## config.mk

```make
export PLATFORM = sky130hd
export DESIGN_NAME = pld_link_rx_flat
export DESIGN_NICKNAME = d
export VERILOG_FILES = /design/src/rtl/pld_link_rx_if.sv /design/src/rtl/pld_link_rx.sv /design/src/flat_wrapper.sv
export SDC_FILE = /design/constraint.sdc
export NUM_CORES = 1
export LEC_CHECK = 0
export BUFFER_PORTS_ARGS = -buffer_cell sky130_fd_sc_hd__buf_2
export CAP_MARGIN = 40
export CORE_MARGIN = 2
export CORE_UTILIZATION = 45
export CTS_BUF_LIST = sky130_fd_sc_hd__clkbuf_16
export DETAILED_ROUTE_END_ITERATION = 8
export SYNTH_ARGS = -nofsm -noshare
export SYNTH_HDL_FRONTEND = slang
export SYNTH_SLANG_ARGS = --single-unit
```

## constraint.sdc

```tcl
create_clock -name clk -period 5.4 [get_ports clk]
set_input_delay 0.81 -clock clk [delete_from_list [all_inputs] [get_ports clk]]
set_output_delay 0.81 -clock clk [all_outputs]
set_load 0.02 [all_outputs]
```

## src/rtl/pld_link_rx_if.sv

```systemverilog
// pld_link_rx_if
//   Groups the two faces of the link receiver: the sender-side 4-phase
//   rts/cts word link and the downstream valid/ready word stream.
//   Signals:
//     rts        sender request (asynchronous to the receiver clock)
//     data_in    16-bit sender word, stable while rts is high until cts
//     cts        acknowledge back to the sender
//     data_out   head-of-FIFO word (show-ahead)
//     data_valid receiver holds at least one word
//     data_ready downstream accepts data_out this cycle
//   Modports:
//     slave  - the receiver (pld_link_rx)
//     master - the environment: sender plus downstream consumer
interface pld_link_rx_if;
  logic        rts;
  logic [15:0] data_in;
  logic        cts;
  logic [15:0] data_out;
  logic        data_valid;
  logic        data_ready;

  modport slave (
    input  rts,
    input  data_in,
    input  data_ready,
    output cts,
    output data_out,
    output data_valid
  );

  modport master (
    output rts,
    output data_in,
    output data_ready,
    input  cts,
    input  data_out,
    input  data_valid
  );
endinterface

```

## src/rtl/pld_link_rx.sv

```systemverilog
// pld_link_rx
//   Consumer end of the 16-bit rts/cts word link. Words offered by an
//   asynchronous sender are sampled once per 4-phase handshake, buffered in
//   a show-ahead FIFO and presented downstream as a valid/ready stream.
//   Ports:
//     clk         receiver clock, all state on the rising edge
//     reset       asynchronous active-low reset
//     link        pld_link_rx_if.slave (rts, data_in, cts, data_out,
//                 data_valid, data_ready)
//     fifo_count  words currently held (0..DEPTH)
//     word_count  words accepted since reset, wraps at 2^32
//     stall_err   sticky: sender kept rts high TIMEOUT cycles past cts
module pld_link_rx #(
  parameter int DEPTH   = 16,
  parameter int ADDR_W  = 4,
  parameter int TIMEOUT = 1024
) (
  input  logic              clk,
  input  logic              reset,
  pld_link_rx_if.slave      link,
  output logic [ADDR_W:0]   fifo_count,
  output logic [31:0]       word_count,
  output logic              stall_err
);

  localparam int                CNT_W     = $clog2(TIMEOUT + 1);
  localparam logic [CNT_W-1:0]  TIMEOUT_C = CNT_W'(TIMEOUT);
  localparam logic [CNT_W-1:0]  CNT_ZERO  = CNT_W'(0);
  localparam logic [CNT_W-1:0]  CNT_ONE   = CNT_W'(1);
  localparam logic [ADDR_W:0]   DEPTH_C   = (ADDR_W + 1)'(DEPTH);
  localparam logic [ADDR_W:0]   LVL_ZERO  = (ADDR_W + 1)'(0);
  localparam logic [ADDR_W:0]   LVL_ONE   = (ADDR_W + 1)'(1);
  localparam logic [ADDR_W-1:0] PTR_ZERO  = ADDR_W'(0);
  localparam logic [ADDR_W-1:0] PTR_ONE   = ADDR_W'(1);

  typedef enum logic [1:0] {
    ST_IDLE = 2'd0,
    ST_ACK  = 2'd1,
    ST_DONE = 2'd2
  } state_t;

  // Synchronizer, FSM and FIFO state
  logic              r_rts_meta;
  logic              r_rts_sync;
  state_t            r_state;
  logic              r_cts;
  logic [15:0]       r_mem [DEPTH];
  logic [ADDR_W-1:0] r_wr_ptr;
  logic [ADDR_W-1:0] r_rd_ptr;
  logic [ADDR_W:0]   r_count;
  logic [31:0]       r_word_count;
  logic [CNT_W-1:0]  r_stall_cnt;
  logic              r_stall_err;

  // Combinational decisions
  state_t            w_state_nxt;
  logic              w_push;
  logic              w_pop;
  logic              w_full;
  logic              w_cts_nxt;
  logic              w_stall_hit;

  assign w_full = (r_count == DEPTH_C);
  // Pop only when something is held; a pop request on an empty FIFO is dropped.
  assign w_pop  = link.data_ready && (r_count != LVL_ZERO);

  // Two-flop synchronizer bringing the asynchronous rts into the clk domain.
  always_ff @(posedge clk or negedge reset) begin
    if (!reset) begin
      r_rts_meta <= 1'b0;
      r_rts_sync <= 1'b0;
    end else begin
      r_rts_meta <= link.rts;
      r_rts_sync <= r_rts_meta;
    end
  end

  // FSM state register.
  always_ff @(posedge clk or negedge reset) begin
    if (!reset) begin
      r_state <= ST_IDLE;
    end else begin
      r_state <= w_state_nxt;
    end
  end

  // FSM next-state logic; the push decision is only ever taken in IDLE while
  // the FIFO has room, which is what makes a push+pop at full safe.
  always_comb begin
    w_state_nxt = r_state;
    w_push      = 1'b0;
    case (r_state)
      ST_IDLE: begin
        if (r_rts_sync && !w_full) begin
          w_state_nxt = ST_ACK;
          w_push      = 1'b1;
        end else begin
          w_state_nxt = ST_IDLE;
          w_push      = 1'b0;
        end
      end
      ST_ACK: begin
        if (!r_rts_sync) begin
          w_state_nxt = ST_DONE;
        end else begin
          w_state_nxt = ST_ACK;
        end
      end
      ST_DONE: begin
        // One forced cts-low cycle before the next word can be taken.
        w_state_nxt = ST_IDLE;
      end
      default: begin
        w_state_nxt = ST_IDLE;
        w_push      = 1'b0;
      end
    endcase
  end

  // FSM output decode: cts request and the stall-timeout condition.
  always_comb begin
    w_cts_nxt   = 1'b0;
    w_stall_hit = 1'b0;
    case (r_state)
      ST_IDLE: begin
        w_cts_nxt   = 1'b0;
        w_stall_hit = 1'b0;
      end
      ST_ACK: begin
        w_cts_nxt   = 1'b1;
        w_stall_hit = (r_stall_cnt == TIMEOUT_C);
      end
      ST_DONE: begin
        w_cts_nxt   = 1'b0;
        w_stall_hit = 1'b0;
      end
      default: begin
        w_cts_nxt   = 1'b0;
        w_stall_hit = 1'b0;
      end
    endcase
  end

  // Registered cts toward the sender (lags the FSM state by one cycle).
  always_ff @(posedge clk or negedge reset) begin
    if (!reset) begin
      r_cts <= 1'b0;
    end else begin
      r_cts <= w_cts_nxt;
    end
  end

  // Stall counter: cleared on entering ACK, counts while rts is held, saturates.
  always_ff @(posedge clk or negedge reset) begin
    if (!reset) begin
      r_stall_cnt <= CNT_ZERO;
    end else if (w_push) begin
      r_stall_cnt <= CNT_ZERO;
    end else if ((r_state == ST_ACK) && r_rts_sync && (r_stall_cnt != TIMEOUT_C)) begin
      r_stall_cnt <= r_stall_cnt + CNT_ONE;
    end else begin
      r_stall_cnt <= r_stall_cnt;
    end
  end

  // Sticky stall error; only reset clears it.
  always_ff @(posedge clk or negedge reset) begin
    if (!reset) begin
      r_stall_err <= 1'b0;
    end else if (w_stall_hit) begin
      r_stall_err <= 1'b1;
    end else begin
      r_stall_err <= r_stall_err;
    end
  end

  // FIFO storage write; contents need no reset because validity is tracked by r_count.
  always_ff @(posedge clk) begin
    if (w_push) begin
      r_mem[r_wr_ptr] <= link.data_in;
    end
  end

  // FIFO pointers; DEPTH is a power of two so natural overflow wraps them.
  always_ff @(posedge clk or negedge reset) begin
    if (!reset) begin
      r_wr_ptr <= PTR_ZERO;
      r_rd_ptr <= PTR_ZERO;
    end else begin
      if (w_push) begin
        r_wr_ptr <= r_wr_ptr + PTR_ONE;
      end else begin
        r_wr_ptr <= r_wr_ptr;
      end
      if (w_pop) begin
        r_rd_ptr <= r_rd_ptr + PTR_ONE;
      end else begin
        r_rd_ptr <= r_rd_ptr;
      end
    end
  end

  // FIFO occupancy; a simultaneous push and pop leaves it unchanged.
  always_ff @(posedge clk or negedge reset) begin
    if (!reset) begin
      r_count <= LVL_ZERO;
    end else begin
      case ({w_push, w_pop})
        2'b10:   r_count <= r_count + LVL_ONE;
        2'b01:   r_count <= r_count - LVL_ONE;
        default: r_count <= r_count;
      endcase
    end
  end

  // Accepted-word counter, free-running modulo 2^32.
  always_ff @(posedge clk or negedge reset) begin
    if (!reset) begin
      r_word_count <= 32'd0;
    end else if (w_push) begin
      r_word_count <= r_word_count + 32'd1;
    end else begin
      r_word_count <= r_word_count;
    end
  end

  assign link.cts        = r_cts;
  assign link.data_out   = r_mem[r_rd_ptr];
  assign link.data_valid = (r_count != LVL_ZERO);
  assign fifo_count      = r_count;
  assign word_count      = r_word_count;
  assign stall_err       = r_stall_err;

endmodule

```

## src/flat_wrapper.sv

```systemverilog
// flat-port wrapper written by rule: the top's interface ports become plain ports
module pld_link_rx_flat 
#(
  parameter int DEPTH   = 16,
  parameter int ADDR_W  = 4,
  parameter int TIMEOUT = 1024
)
  (clk, reset, fifo_count, word_count, stall_err, link_rts, link_data_in, link_data_ready, link_cts, link_data_out, link_data_valid);
  pld_link_rx_if link_i ();
  input  logic clk;
  input  logic reset;
  output logic [ADDR_W:0] fifo_count;
  output logic [31:0] word_count;
  output logic stall_err;
  input wire logic [$bits(link_i.rts)-1:0] link_rts;
  input wire logic [$bits(link_i.data_in)-1:0] link_data_in;
  input wire logic [$bits(link_i.data_ready)-1:0] link_data_ready;
  output wire logic [$bits(link_i.cts)-1:0] link_cts;
  output wire logic [$bits(link_i.data_out)-1:0] link_data_out;
  output wire logic [$bits(link_i.data_valid)-1:0] link_data_valid;
  assign link_i.rts = link_rts;
  assign link_i.data_in = link_data_in;
  assign link_i.data_ready = link_data_ready;
  assign link_cts = link_i.cts;
  assign link_data_out = link_i.data_out;
  assign link_data_valid = link_i.data_valid;
  pld_link_rx #(.DEPTH(DEPTH), .ADDR_W(ADDR_W), .TIMEOUT(TIMEOUT)) u_core (.clk(clk), .reset(reset), .link(link_i), .fifo_count(fifo_count), .word_count(word_count), .stall_err(stall_err));
endmodule
```

Word-level counts from Yosys, hierarchy flattened
Memories as Yosys holds them, arrays and structs flattened.
Cells that the tools add are included.
{"block": "classes", "add_sub_neg": 6, "mul": 0, "div": 0, "magnitude_cmp": 0, "eq_ne": 6, "shifts": 0, "mux": 12, "bitwise_logic": 0, "reduce_logical": 9}
{"operator": "$add 32x1->32 const B", "n": 1}
{"operator": "$mux 11", "n": 2}
{"operator": "$add 11x1->11 const B", "n": 1}
{"operator": "$eq 11x11->1 const B", "n": 1}
{"operator": "$ne 11x11->1 const B", "n": 1}
{"operator": "$pmux 5 s2", "n": 1}
{"operator": "$add 4x1->4 const B", "n": 2}
{"operator": "$mux 1", "n": 7}
{"operator": "$add 5x1->5 const B", "n": 1}
{"operator": "$eq 5x5->1 const B", "n": 1}
{"operator": "$reduce_bool 5->1", "n": 1}
{"operator": "$sub 5x1->5 const B", "n": 1}
{"operator": "$eq 2x1->1 const B", "n": 2}
{"operator": "$logic_and 1x1->1", "n": 4}
{"operator": "$pmux 2 s2", "n": 1}
{"operator": "$reduce_bool 2->1", "n": 2}
{"operator": "$eq 2x2->1 const B", "n": 1}
{"operator": "$logic_not 2->1", "n": 1}
{"operator": "$mux 2", "n": 1}
{"operator": "$logic_not 1->1", "n": 1}
{"block": "totals", "regBits": 62, "latch_bits": 0, "ram_bits": 256, "romBits": 0, "in_bits": 20, "wordCells": 44, "n_memories": 1}
{"name": "u_core.r_mem", "words": 16, "width": 16, "rd": 1, "rd_ports_with_merged_regs": 0, "wr": 1, "line": "pld_link_rx.sv:47", "rtl": "logic [15:0] r_mem [DEPTH];"}

Depth between registers and ports, before layout
Gate-level depths: netlist of the first run.
{"block": "depth", "word_depth": 7, "ltp_mapped": 10, "mapped_depth_nobuf": 9}

Worst setup path before layout of the first run
No wires, ideal clock.
{"block": "synth_timing", "kind": "reg2reg", "startpoint": "reg u_core.r_count[0] (netlist: u_core.fifo_count[0])", "endpoint": "mem u_core.r_mem[0][0], enable pin", "setup_time_ns": 0.409, "arrival_ns": 2.623, "required_time_ns": 4.991, "slack_ns": 2.368, "stages_incl_launch_ff": 6, "n_path_buf": 1, "synth_period_minus_slack_ns": 3.032, "cell_sequence": "dfrtp_1 -> nor4_2 -> a211oi_4 -> clkbuf_1 -> nand2_1 -> nor3_1"}
{"block": "synth_between", "elab_chain_cells": 7}
{"item": "start, declared", "line": "pld_link_rx.sv:50", "rtl": "logic [ADDR_W:0] r_count;"}
{"item": "start signal, assigned", "line": "pld_link_rx.sv:209", "rtl": "2'b10: r_count <= r_count + LVL_ONE;"}
{"item": "start signal, assigned", "line": "pld_link_rx.sv:210", "rtl": "2'b01: r_count <= r_count - LVL_ONE;"}
{"item": "start signal, assigned", "line": "pld_link_rx.sv:211", "rtl": "default: r_count <= r_count;"}
{"item": "$eq 5x5->1", "line": "pld_link_rx.sv:63", "rtl": "assign w_full = (r_count == DEPTH_C);"}
{"item": "$logic_not 1->1", "line": "pld_link_rx.sv:94", "rtl": "if (r_rts_sync && !w_full) begin"}
{"item": "$logic_and 1x1->1", "line": "pld_link_rx.sv:94"}
{"item": "$mux 1", "line": "pld_link_rx.sv:94"}
{"item": "$mux 1", "line": "pld_link_rx.sv:92", "rtl": "case (r_state)"}
{"item": "$mux 1", "line": "pld_link_rx.sv:179", "rtl": "if (w_push) begin"}
{"item": "$mux 1 (not written as such)", "line": "pld_link_rx.sv:180", "rtl": "r_mem[r_wr_ptr] <= link.data_in;"}
{"item": "end, declared", "line": "pld_link_rx.sv:47"}
Every way passes these cells.

Worst setup path in the final report of the first run
{"block": "layout_timing", "startpoint": "reg u_core.r_rd_ptr[0]", "endpoint": "out link_data_out[0]"}
{"block": "layout_between", "elab_chain_cells": 1}
{"item": "start, declared", "line": "pld_link_rx.sv:49", "rtl": "logic [ADDR_W-1:0] r_rd_ptr;"}
{"item": "start signal, assigned", "line": "pld_link_rx.sv:196", "rtl": "r_rd_ptr <= r_rd_ptr + PTR_ONE;"}
{"item": "start signal, assigned", "line": "pld_link_rx.sv:198", "rtl": "r_rd_ptr <= r_rd_ptr;"}
{"item": "$mem_v2 16x16"}
{"item": "end, declared", "line": "flat_wrapper.sv:19", "rtl": "output wire logic [$bits(link_i.data_out)-1:0] link_data_out;"}
Every way passes these cells.

==> results.ini, run 1 <==
[clocking]
ctsResizeCount=0
clock_sinks=318
cts_tree=yes
postCtsSetupBuffers=0
cts_hold_buf=0
clock_latency_ps=510
clkSlewWorstSetupHoldPaths_ps=60
clockBufferDepth=3
htreeDepth=2
cts_buffers=35
root_buffer=clkbuf_16

[placed_design]
dpl.hpwl_mm=14.9
numPortBuffers=75
pre_cts_ws_ps=1930
globalplace.congestion=0.775

[yosys]
synth-simple-area-share=0.0652
synth_seq_cells=318
synth_top_family_by_area=multiplexers
synth_seq_area_share=0.719
synth_area_per_cell_um2=19.5
yosysWarningCount=0
netlist_area_mm2=0.0128
synth_edf_count=256
syn_inst=660
ys_types=48
synthAdderAreaFrac=0.0132
muxShareOfSynthArea=0.143
async_flop_share=0.195
synth_compound_area_frac=0.0110
synthXorXnorAreaFrac=0.0334
synth_flop_cell=edfxtp_1
synth_fp_nets=693

[drt]
via_per_inst=5.50
drc=0
drt.antenna.violating_nets=0
routedWlPerCell_um=21.7
drt-total-wl_mm=25.4
drt_first_pass_iters=5
vias=6456
dr.first_iter.drc_count=548

[sta]
finalWorstSetupSlack_ps=1480
worstMarginPinSlew_ps=861
period_needed_ps=3920
final.setup.tns_ps=0
hold_violations=0
rsz0062_at_grt=false
fmax_mhz=255
period_share=0.725
setup_viol=0
finClkSkew_ps=13.1
slew_headroom=0.426
maxSlewViolCount=0

[pwr]
p_leak_nw=5.35
total_power_mw=7.08
combinationalPowerShare=0.248
switchingPower_mw=2.05
netSwitchingFraction=0.290
peakVddDrop_mv=0.238
power.density_mw_per_mm2=476
internal_power_mw=5.03
p_seq_frac=0.444
power_frac_clock=0.308

[job]
cap_violations=0

[floorplan]
die_x_um=173
coreArea_mm2=0.0279
fp.dieArea_mm2=0.0299
die_h_um=173
rows=61
start_util=0.460
num_io_pins=76

[setup_path]
cpPeakStageDelay_ps=940
crit_slowest_cell=dfrtp_4
end_kind=output port
path_class=flip-flop to output port
cpLargestDelayFamily=multiplexers
path_buf_inv=2
path_max_fanout=40
startpoint_type=flip-flop
worstPathRequired_ps=4590
worst_path_most_repeated_cell=mux4_2
path_cells=buf_4 -> mux4_2 -> mux4_2 -> buf_2
critPathArrivalTime_ps=3110

[grt]
grt_pass1_wl_mm=39.6
antenna_found_initial=2
grt_max_degree=63
grt_pass1_vias=6716
gr-total-overflow=0
grt_usage=0.174

[finish]
multi_input_area_mm2=0.00346
fillers=2232
seq_area_mm2=0.00924
layout-drive-gt1-share=0.330
syn_to_final_growth_pct=15.7
nets=800

[outcome]
status=finished, final reports clean

[min_path]
hold_path.class=flip-flop to flip-flop

==> per-layer routing <==
| layer | wire, um | vias to the layer above | global-route usage |
|---|---|---|---|
| li1 | - | 2881 | - |
| met1 | 10900 | 3348 | 0.236 |
| met2 | 12700 | 184 | 0.292 |
| met3 | 1430 | 41 | 0.0347 |
| met4 | 397 | 2 | 0.0452 |
| met5 | 7 | - | 0 |
==> final timing paths <==
kind / from / slack [ps] / endpoint / depth (start not counted)
min in group asynchronous: reset / 480 / u_core.word_count[31] / 2
worst max-delay path: u_core.r_rd_ptr[0] / 1480 / link_data_out[0] / 4
worst max register to register: u_core.fifo_count[0] / 2250 / u_core.fifo_count[4] / 9
worst min register to register: u_core.r_rts_meta / 360 / u_core.r_rts_sync / 0
worst min-delay path: u_core.r_rts_meta / 360 / u_core.r_rts_sync / 0
max in group asynchronous: reset / 4320 / u_core.r_rd_ptr[0] / 2
==> cell usage in the layout (no fill, tap or decap), types with 2 or more instances in the layout <==
cell type | netlist | routed
and3_1 | 7 | 7
a21oi_1 | 4 | 4
xor2_1 | 30 | 30
and4_1 | 5 | 5
o21ai_0 | 5 | 5
nand2_1 | 26 | 26
nor2_2 | 0 | 12
mux2_2 | 2 | 2
nand2b_1 | 4 | 4
nor4_2 | 12 | 12
clkinvlp_4 | 0 | 2
xnor2_1 | 19 | 19
buf_2 | 6 | 75
buf_4 | 1 | 22
clkbuf_16 | 0 | 35
nor4_1 | 9 | 9
nor2_1 | 27 | 15
nor3_1 | 9 | 5
a21o_1 | 2 | 2
nand4_1 | 13 | 13
edfxtp_1 | 256 | 256
mux4_2 | 80 | 80
dfrtp_1 | 62 | 60
nand3_1 | 14 | 14
inv_6 | 0 | 4
ha_1 | 12 | 12
nor3_2 | 0 | 4
a31oi_1 | 3 | 3
or3_1 | 2 | 2
bufinv_16 | 0 | 2
clkinv_2 | 0 | 2
clkinv_1 | 0 | 8
inv_1 | 9 | 20
==> synthesized netlist by cell type, types with 2 or more instances <==
| master | instances | area, um^2 |
|---|---|---|
| nand3_1 | 14 | 70.1 |
| mux2_2 | 2 | 22.5 |
| nand2_1 | 26 | 97.6 |
| and3_1 | 7 | 43.8 |
| nor4_1 | 9 | 56.3 |
| buf_6 | 3 | 33.8 |
| xnor2_1 | 19 | 166 |
| or3_1 | 2 | 12.5 |
| o21ai_0 | 5 | 25.0 |
| a21oi_1 | 4 | 20.0 |
| nor4_2 | 12 | 150 |
| nand2b_1 | 4 | 25.0 |
| dfrtp_1 | 62 | 1550 |
| xor2_1 | 30 | 263 |
| clkbuf_1 | 12 | 45.0 |
| a21o_1 | 2 | 15.0 |
| nand4_1 | 13 | 81.3 |
| buf_2 | 6 | 30.0 |
| mux4_2 | 80 | 1800 |
| buf_1 | 6 | 22.5 |
| nor3_1 | 9 | 45.0 |
| a31oi_1 | 3 | 18.8 |
| and4_1 | 5 | 43.8 |
| ha_1 | 12 | 150 |
| edfxtp_1 | 256 | 7690 |
| nor2_1 | 27 | 101 |
| inv_1 | 9 | 33.8 |
==> worst reg2reg max path: stages (launching register included) <==
cell,delay [ps]
dfrtp_1,450
nor4_2,570
a211oi_4,130
inv_2,500
ha_1,400
ha_1,310
a21o_1,170
a21oi_1,170
mux2i_1,240
xnor2_1,140
==> layout make-up <==
type	instances	share of cell area
clock inverter	29	0.0129
sequential	318	0.622
inverter	10	0.00252
tap	378	0.0318
clock buffer	35	0.0589
antenna	1	0.000168
multi-input combinational	303	0.233
timing repair buffer	99	0.0392
==> metrics by stage <==
step	cell area (um^2)	hold WS [ps]	utilization	instances
6_report	14900	361	0.532	1173
5_1_grt	14900	374	0.532	1172
4_1_cts	14900	365	0.532	1172
3_5_place_dp	13800	352	0.494	1108
3_3_place_gp	13800	338	0.492	1106
2_1_floorplan	12800	331	-	660
==> cells by family after synthesis <==
logic type / after synthesis
compound gates: 20
flops: 318
fa+ha+maj: 13
mux: 83
xor+xnor: 49
simple gates: 138
buf+inv: 39
==> registers in the layout, indices dropped and copies added, names as in the netlist <==
name	cells
u_core.r_rts_meta	1
u_core.r_stall_cnt	11
u_core.r_state	2
u_core.fifo_count	5
u_core.r_rts_sync	1
u_core.r_rd_ptr	4
u_core.word_count	32
u_core.r_mem	256
u_core.stall_err	1
u_core.link.cts	1
u_core.r_wr_ptr	4
==> power groups by stage <==
| stage | clock network (mW) | registers, mW | logic, mW |
|---|---|---|---|
| 6_report | 2.18 | 3.15 | 1.76 |
| 5_1_grt | 2.34 | 3.19 | 1.89 |
| 3_3_place_gp | 0 | 3.21 | 1.73 |
| 3_5_place_dp | 0 | 3.20 | 1.79 |
| 4_1_cts | 2.24 | 3.15 | 1.79 |
| 2_1_floorplan | 0 | 3.03 | 1.43 |
Power figures use the tool's default switching activity.
==> inputs of run 2 (changes only) <==
- clock period: 5.4 -> 3.9 ns (I/O delays scaled with it)
==> run 2 against run 1 <==
Compared with the run above: die area stayed put; critical path type unchanged; global-route usage is 0.82 points higher; sequential cell count stayed put; routed wire length is 4.8% higher; setup slack worse by 1200 ps; combinational power is 46% higher; final area is 0.99% higher; worst hold slack worse by 170 ps; core utilization is 0.53 points higher; register-to-register slack worse by 1400 ps; largest cell class unchanged; largest power group unchanged; clock power is 48% higher; final cell count is 0.17% higher.
==> results.ini, run 2 (synthesis gave the netlist of run 1 again) <==
[sta]
maxSlewViolCount=0  ; unchanged
fmax_mhz=273
worstMarginPinSlew_ps=808  ; -53.7 ps
hold_violations=0  ; unchanged
slew_headroom=0.461  ; +0.0352
rsz0062_at_grt=false
period_needed_ps=3660
final.setup.tns_ps=0  ; unchanged
period_share=0.939
finClkSkew_ps=11.1  ; -2.08 ps
setup_viol=0  ; unchanged

[clocking]
htreeDepth=2  ; unchanged
ctsResizeCount=0  ; unchanged
clkSlewWorstSetupHoldPaths_ps=60  ; about the same
clock_sinks=318  ; unchanged
clock_latency_ps=500  ; about the same
cts_tree=yes
cts_buffers=34  ; -2.9%
postCtsSetupBuffers=0  ; unchanged
cts_hold_buf=1  ; +1
clockBufferDepth=3  ; unchanged
root_buffer=clkbuf_16

[grt]
grt_max_degree=36  ; -43%
grt_pass1_vias=6831  ; +1.7%
grt_usage=0.182  ; +0.00824
antenna_found_initial=2  ; unchanged
gr-total-overflow=0  ; unchanged
grt_pass1_wl_mm=41.4  ; +4.5%

[job]
cap_violations=0  ; unchanged

[setup_path]
critPathArrivalTime_ps=3080  ; -30 ps
path_max_fanout=35  ; -13%
setup.worst_path.end=link_data_out[9]
cpLargestDelayFamily=multiplexers
r2r-end=u_core.fifo_count[4]
end_kind=output port
path_buf_inv=2  ; unchanged
worst_path_most_repeated_cell=mux4_2
path_depth=4  ; unchanged
crit_start=u_core.r_rd_ptr[0]
path_cells=buf_4 -> mux4_2 -> mux4_2 -> buf_2
r2r_cells=8  ; -1
rrSetupSlack_ps=900  ; -1350 ps
worstPathRequired_ps=3310  ; -1280 ps
path_class=flip-flop to output port
reg2reg_from=u_core.fifo_count[0]
cpPeakStageDelay_ps=860  ; -80 ps
startpoint_type=flip-flop
crit_slowest_cell=dfrtp_4

[pwr]
power.density_mw_per_mm2=675  ; +42%
peakVddDrop_mv=0.453  ; +90%
p_leak_nw=5.41  ; +1.1%

[floorplan]
die_x_um=173  ; unchanged
fp.dieArea_mm2=0.0299  ; unchanged
rows=61  ; unchanged
coreArea_mm2=0.0279  ; unchanged
die_h_um=173  ; unchanged
num_io_pins=76  ; unchanged
start_util=0.460  ; unchanged

[finish]
nets=805  ; +0.63%
multi_input_area_mm2=0.00346  ; unchanged
mostFrequentLayoutCells=edfxtp_1, mux4_2, buf_2, dfrtp_1, clkbuf_16
syn_to_final_growth_pct=16.9
seq_area_mm2=0.00924  ; unchanged
layout-drive-gt1-share=0.340  ; +0.0105
final_util=0.538  ; +0.00529
final_common_cell=edfxtp_1
fillers=2210  ; -0.99%
largest_reg_flops=256  ; unchanged
largest-register=u_core.r_mem

[drt]
routed-wl-met2_mm=13.2  ; +4.0%
top_layer_used=met5
wl_met3_mm=1.35  ; -5.7%
wl_met1_mm=11.6  ; +6.3%
via_per_inst=5.55  ; +0.76%
drt-total-wl_mm=26.6  ; +4.8%
vias=6516  ; +0.93%
dr.first_iter.drc_count=559  ; +2.0%
drt.antenna.violating_nets=0  ; unchanged
routedWlPerCell_um=22.7  ; +4.6%
drc=0  ; unchanged
drt_first_pass_iters=5  ; unchanged

[min_path]
hold_path.class=input port to flip-flop

[placed_design]
numPortBuffers=75  ; unchanged
dpl.hpwl_mm=15.8  ; +6.2%
globalplace.congestion=0.822  ; +6.1%

[outcome]
status=finished, final reports clean

[run 2: changes by cell type in the layout (fill, tap and decap cells not counted)]
cell / change
buf_12: +3
buf_4: +2
bufinv_16: +2
clkbuf_16: +2
clkinv_1: -2
clkinv_2: +5
clkinvlp_4: -1
dlygate4sd3_1: +1
inv_1: -6
inv_6: -4
[run 2: layout make-up]
| type | count | area share |
|---|---|---|
| timing repair buffer | 105 | 0.0445 |
| multi-input combinational | 303 | 0.231 |
| sequential | 318 | 0.616 |
| tap | 378 | 0.0315 |
| clock buffer | 37 | 0.0617 |
| clock inverter | 23 | 0.0136 |
| antenna | 1 | 0.000167 |
| inverter | 10 | 0.00250 |
[run 2: metal layers]
metal | track usage | vias to the layer above
li1 | - | 2883
met3 | 0.0341 | 40
met2 | 0.299 | 179
met1 | 0.255 | 3412
met4 | 0.0477 | 2
met5 | 0 | -
[run 2: worst min-delay path by stage]
| stage | start | endpoint | slack [ps] | depth (start not counted) |
|---|---|---|---|---|
| after floorplan | reset | u_core.fifo_count[0] | 290 | 0 |
| after global placement | u_core.r_rts_meta | u_core.r_rts_sync | 340 | 0 |
| after detailed placement | u_core.r_rts_meta | u_core.r_rts_sync | 350 | 0 |
| after CTS | link_rts | u_core.r_rts_meta | 170 | 1 |
| after global routing | link_rts | u_core.r_rts_meta | 180 | 1 |
| final | link_rts | u_core.r_rts_meta | 190 | 1 |
[run 2: report_power, final]
group | internal, mW | total [mW] | switching, mW
Sequential | 3.93 | 4.34 | 0.410
Combinational | 1.32 | 2.57 | 1.25
Clock | 1.97 | 3.22 | 1.25
Total | 7.22 | 10.1 | 2.91
[run 2: through the flow]
stage	total power, mW	area (um^2)	setup WS, ps	std cells	hold WS (ps)
2_1_floorplan	6.16	12800	868	660	289
5_1_grt	10.6	15000	55.7	1174	183
3_5_place_dp	7.05	13900	699	1113	345
4_1_cts	10.3	15000	162	1174	173
3_3_place_gp	6.94	13800	746	1110	340
6_report	10.1	15000	240	1175	194
==> inputs of run 3 (changes only) <==
- ABC_AREA: not set -> 1
==> run 3 against run 2 <==
Compared with the run above: setup slack improved by 290 ps; synthesized area up 5.3%; largest power group unchanged; sequential power fell by 2%; die area grew 5.2%; final area increased by 2.8%; routed wire length grew 18%; global-route usage up 1.9 points; total power grew 3.7%; register-to-register slack improved by 210 ps; fmax increased by 8.6%; sequential share of layout area is 1.7 points lower.
==> results.ini, run 3 <==
[sta]
final.setup.tns_ps=0  ; unchanged
hold_violations=0  ; unchanged
fmax_mhz=297  ; +8.6%
period_share=0.864  ; -0.0745
hold_ws_ps=187  ; -6.48 ps
finClkSkew_ps=20.5  ; +9.45 ps
maxSlewViolCount=0  ; unchanged
slew_headroom=0.463  ; +0.00212
period_needed_ps=3370  ; -291 ps
worstMarginPinSlew_ps=800  ; -7.26 ps
setup_viol=0  ; unchanged
rsz0062_at_grt=false

[yosys]
synth_area_per_cell_um2=11.6  ; -41%
async_flop_share=0.195  ; unchanged
synth_seq_cells=318  ; unchanged
syn_inst=1171  ; +77%
synth_seq_area_share=0.683  ; -0.0363
synth_flop_cell=edfxtp_1
netlist_top_cells_area=edfxtp_1, dfrtp_1, nand2_1, o211ai_1, nor2_1
synth_edf_count=256  ; unchanged
synth.top_cell.area_share=0.568  ; -0.0302
synth_fp_nets=1204  ; +74%
yosysWarningCount=0  ; unchanged
ys_types=32  ; -33%
synth_most_common_cell=edfxtp_1
synth_top_cell_by_area=edfxtp_1
synth_common_cells=edfxtp_1, nand2_1, nor2_1
netlist_area_mm2=0.0135  ; +5.3%

[clocking]
clock_latency_ps=510  ; about the same
cts_buffers=35  ; +2.9%
clock_sinks=318  ; unchanged
clkSlewWorstSetupHoldPaths_ps=60  ; about the same
cts_tree=yes
clockBufferDepth=3  ; unchanged
root_buffer=clkbuf_16
htreeDepth=2  ; unchanged

[pwr]
peakVddDrop_mv=0.405  ; -11%
total_power_mw=10.5  ; +3.7%
p_leak_nw=5.84  ; +7.8%
power.density_mw_per_mm2=681  ; +0.94%

[drt]
drt.antenna.violating_nets=0  ; unchanged
vias=8940  ; +37%
routedWlPerCell_um=18.8  ; -17%
wl_met3_mm=1.84  ; +36%
top_layer_used=met5
via_per_inst=5.35  ; -3.5%
drt-total-wl_mm=31.4  ; +18%
wl_met1_mm=13.9  ; +20%
dr.first_iter.drc_count=605  ; +8.2%
routed-wl-met2_mm=15.2  ; +15%
drc=0  ; unchanged
drt_first_pass_iters=5  ; unchanged

[finish]
mostFrequentLayoutCells=edfxtp_1, nand2_1, nor2_1, o21ai_0, inv_1
largest-register=u_core.r_mem
layout-drive-gt1-share=0.138  ; -0.202
multi_input_area_mm2=0.00368  ; +6.3%
syn_to_final_growth_pct=14.0
final_cells=1671  ; +42%
largest_reg_flops=256  ; unchanged
final_util=0.521  ; -0.0169
seq_area_mm2=0.00924  ; unchanged
final_common_cell=edfxtp_1
fillers=2619  ; +19%
nets=1287  ; +60%

[grt]
gr-total-overflow=0  ; unchanged
grt_usage=0.201  ; +0.0191
grt_max_degree=65  ; +81%
grt_pass1_vias=8548  ; +25%
antenna_found_initial=3  ; +1
grt_pass1_wl_mm=48.5  ; +17%

[setup_path]
worstPathRequired_ps=3310  ; about the same
crit_slowest_cell=dfrtp_2
end_kind=output port
path_class=flip-flop to output port
cpPeakStageDelay_ps=860  ; about the same
path_cells=inv_1 -> buf_12 -> nor2_1 -> o21ai_0 -> o211ai_1 -> nand3_1 -> nand2_1 -> buf_2
critPathArrivalTime_ps=2780  ; -300 ps
path_max_fanout=43  ; +23%
startpoint_type=flip-flop

[floorplan]
die_h_um=177  ; +2.6%
die_x_um=177  ; +2.6%
fp.dieArea_mm2=0.0315  ; +5.2%
start_util=0.457  ; -0.00339
coreArea_mm2=0.0296  ; +6.1%
num_io_pins=76  ; unchanged
rows=63  ; +3.3%

[placed_design]
dpl.hpwl_mm=18.2  ; +15%
placed_cells=1606  ; +44%
numPortBuffers=75  ; unchanged
globalplace.congestion=0.802  ; -2.5%

[outcome]
status=finished, final reports clean

[job]
cap_violations=0  ; unchanged

[min_path]
hold_path.class=input port to flip-flop

-- run 3: changes by cell type after synthesis, moves of 12 or more --
| cell | previous run | this run |
|---|---|---|
| mux4_2 | 80 | 0 |
| nor4_2 | 12 | 0 |
| buf_2 | 6 | 18 |
| nor2_1 | 27 | 151 |
| o211ai_1 | 0 | 80 |
| o21ai_1 | 0 | 12 |
| nand3_1 | 14 | 67 |
| a21oi_1 | 4 | 33 |
| inv_1 | 9 | 88 |
| nand2_1 | 26 | 164 |
| o21ai_0 | 5 | 110 |
| xor2_1 | 30 | 16 |
-- run 3: cell type report --
class	instances	area share
multi-input cells	705	0.238
diodes	1	0.000162
well taps	390	0.0316
clock buffers	35	0.0568
clock inverters	28	0.0106
inverters	91	0.0223
repair buffers	103	0.0410
flip-flops and latches	318	0.599
-- run 3: repair_timing --
item | in CTS | in global routing
buffers inserted | 0 | 0
endpoints found under the hold margin | 3 | 0
hold buffers | 1 | 0
gates resized for setup | 0 | 0
-- run 3: worst max-delay path: cells and delay by family, from the launching register on --
kind	cells	cell delay [ps]
buffers and inverters	3	870
flip-flops	1	860
AND/OR/NAND/NOR	3	340
AO/OA/AOI/OAI	2	190
-- run 3: power by group --
part	leakage, nW	switching [mW]	internal [mW]	total (mW)
Clock	0.546	1.29	1.71	3.00
Sequential	3.13	0.309	3.96	4.27
Combinational	2.16	2.22	1.02	3.24
-- run 3: metrics by stage --
step,instance area (um^2),worst slack [ps]
2_1_floorplan,13500,1540
3_3_place_gp,14300,1010
3_5_place_dp,14400,1040
4_1_cts,15400,494
5_1_grt,15400,207
6_report,15400,530
-- run 3: final timing paths --
| path | depth (start not counted) | to | slack, ps | startpoint |
|---|---|---|---|---|
| setup / recovery | 8 | link_data_out[0] | 530 | u_core.r_rd_ptr[1] |
| hold / removal | 1 | u_core.r_rts_meta | 190 | link_rts |
| setup reg to reg | 6 | u_core.r_mem[1][8] | 1110 | u_core.r_state[1] |
| hold reg to reg | 0 | u_core.r_rts_sync | 350 | u_core.r_rts_meta |
| max in group asynchronous | 4 | u_core.word_count[16] | 2760 | reset |
| min in group asynchronous | 2 | u_core.word_count[20] | 440 | reset |
-- run 3: layer usage --
metal | global-route usage | vias up
li1 | - | 4294
met1 | 0.276 | 4368
met3 | 0.0351 | 35
met2 | 0.338 | 241
met4 | 0.0423 | 2
met5 | 0 | -
-- run 3: kinds of logic after synthesis --
kind of cell	Yosys count	share of synthesized area
buffers and inverters	148	0.0482
adder cells (fa/ha/maj)	13	0.0126
AND/OR/NAND/NOR	420	0.131
flip-flops	318	0.683
AO/OA/AOI/OAI	241	0.105
XOR/XNOR	31	0.0201
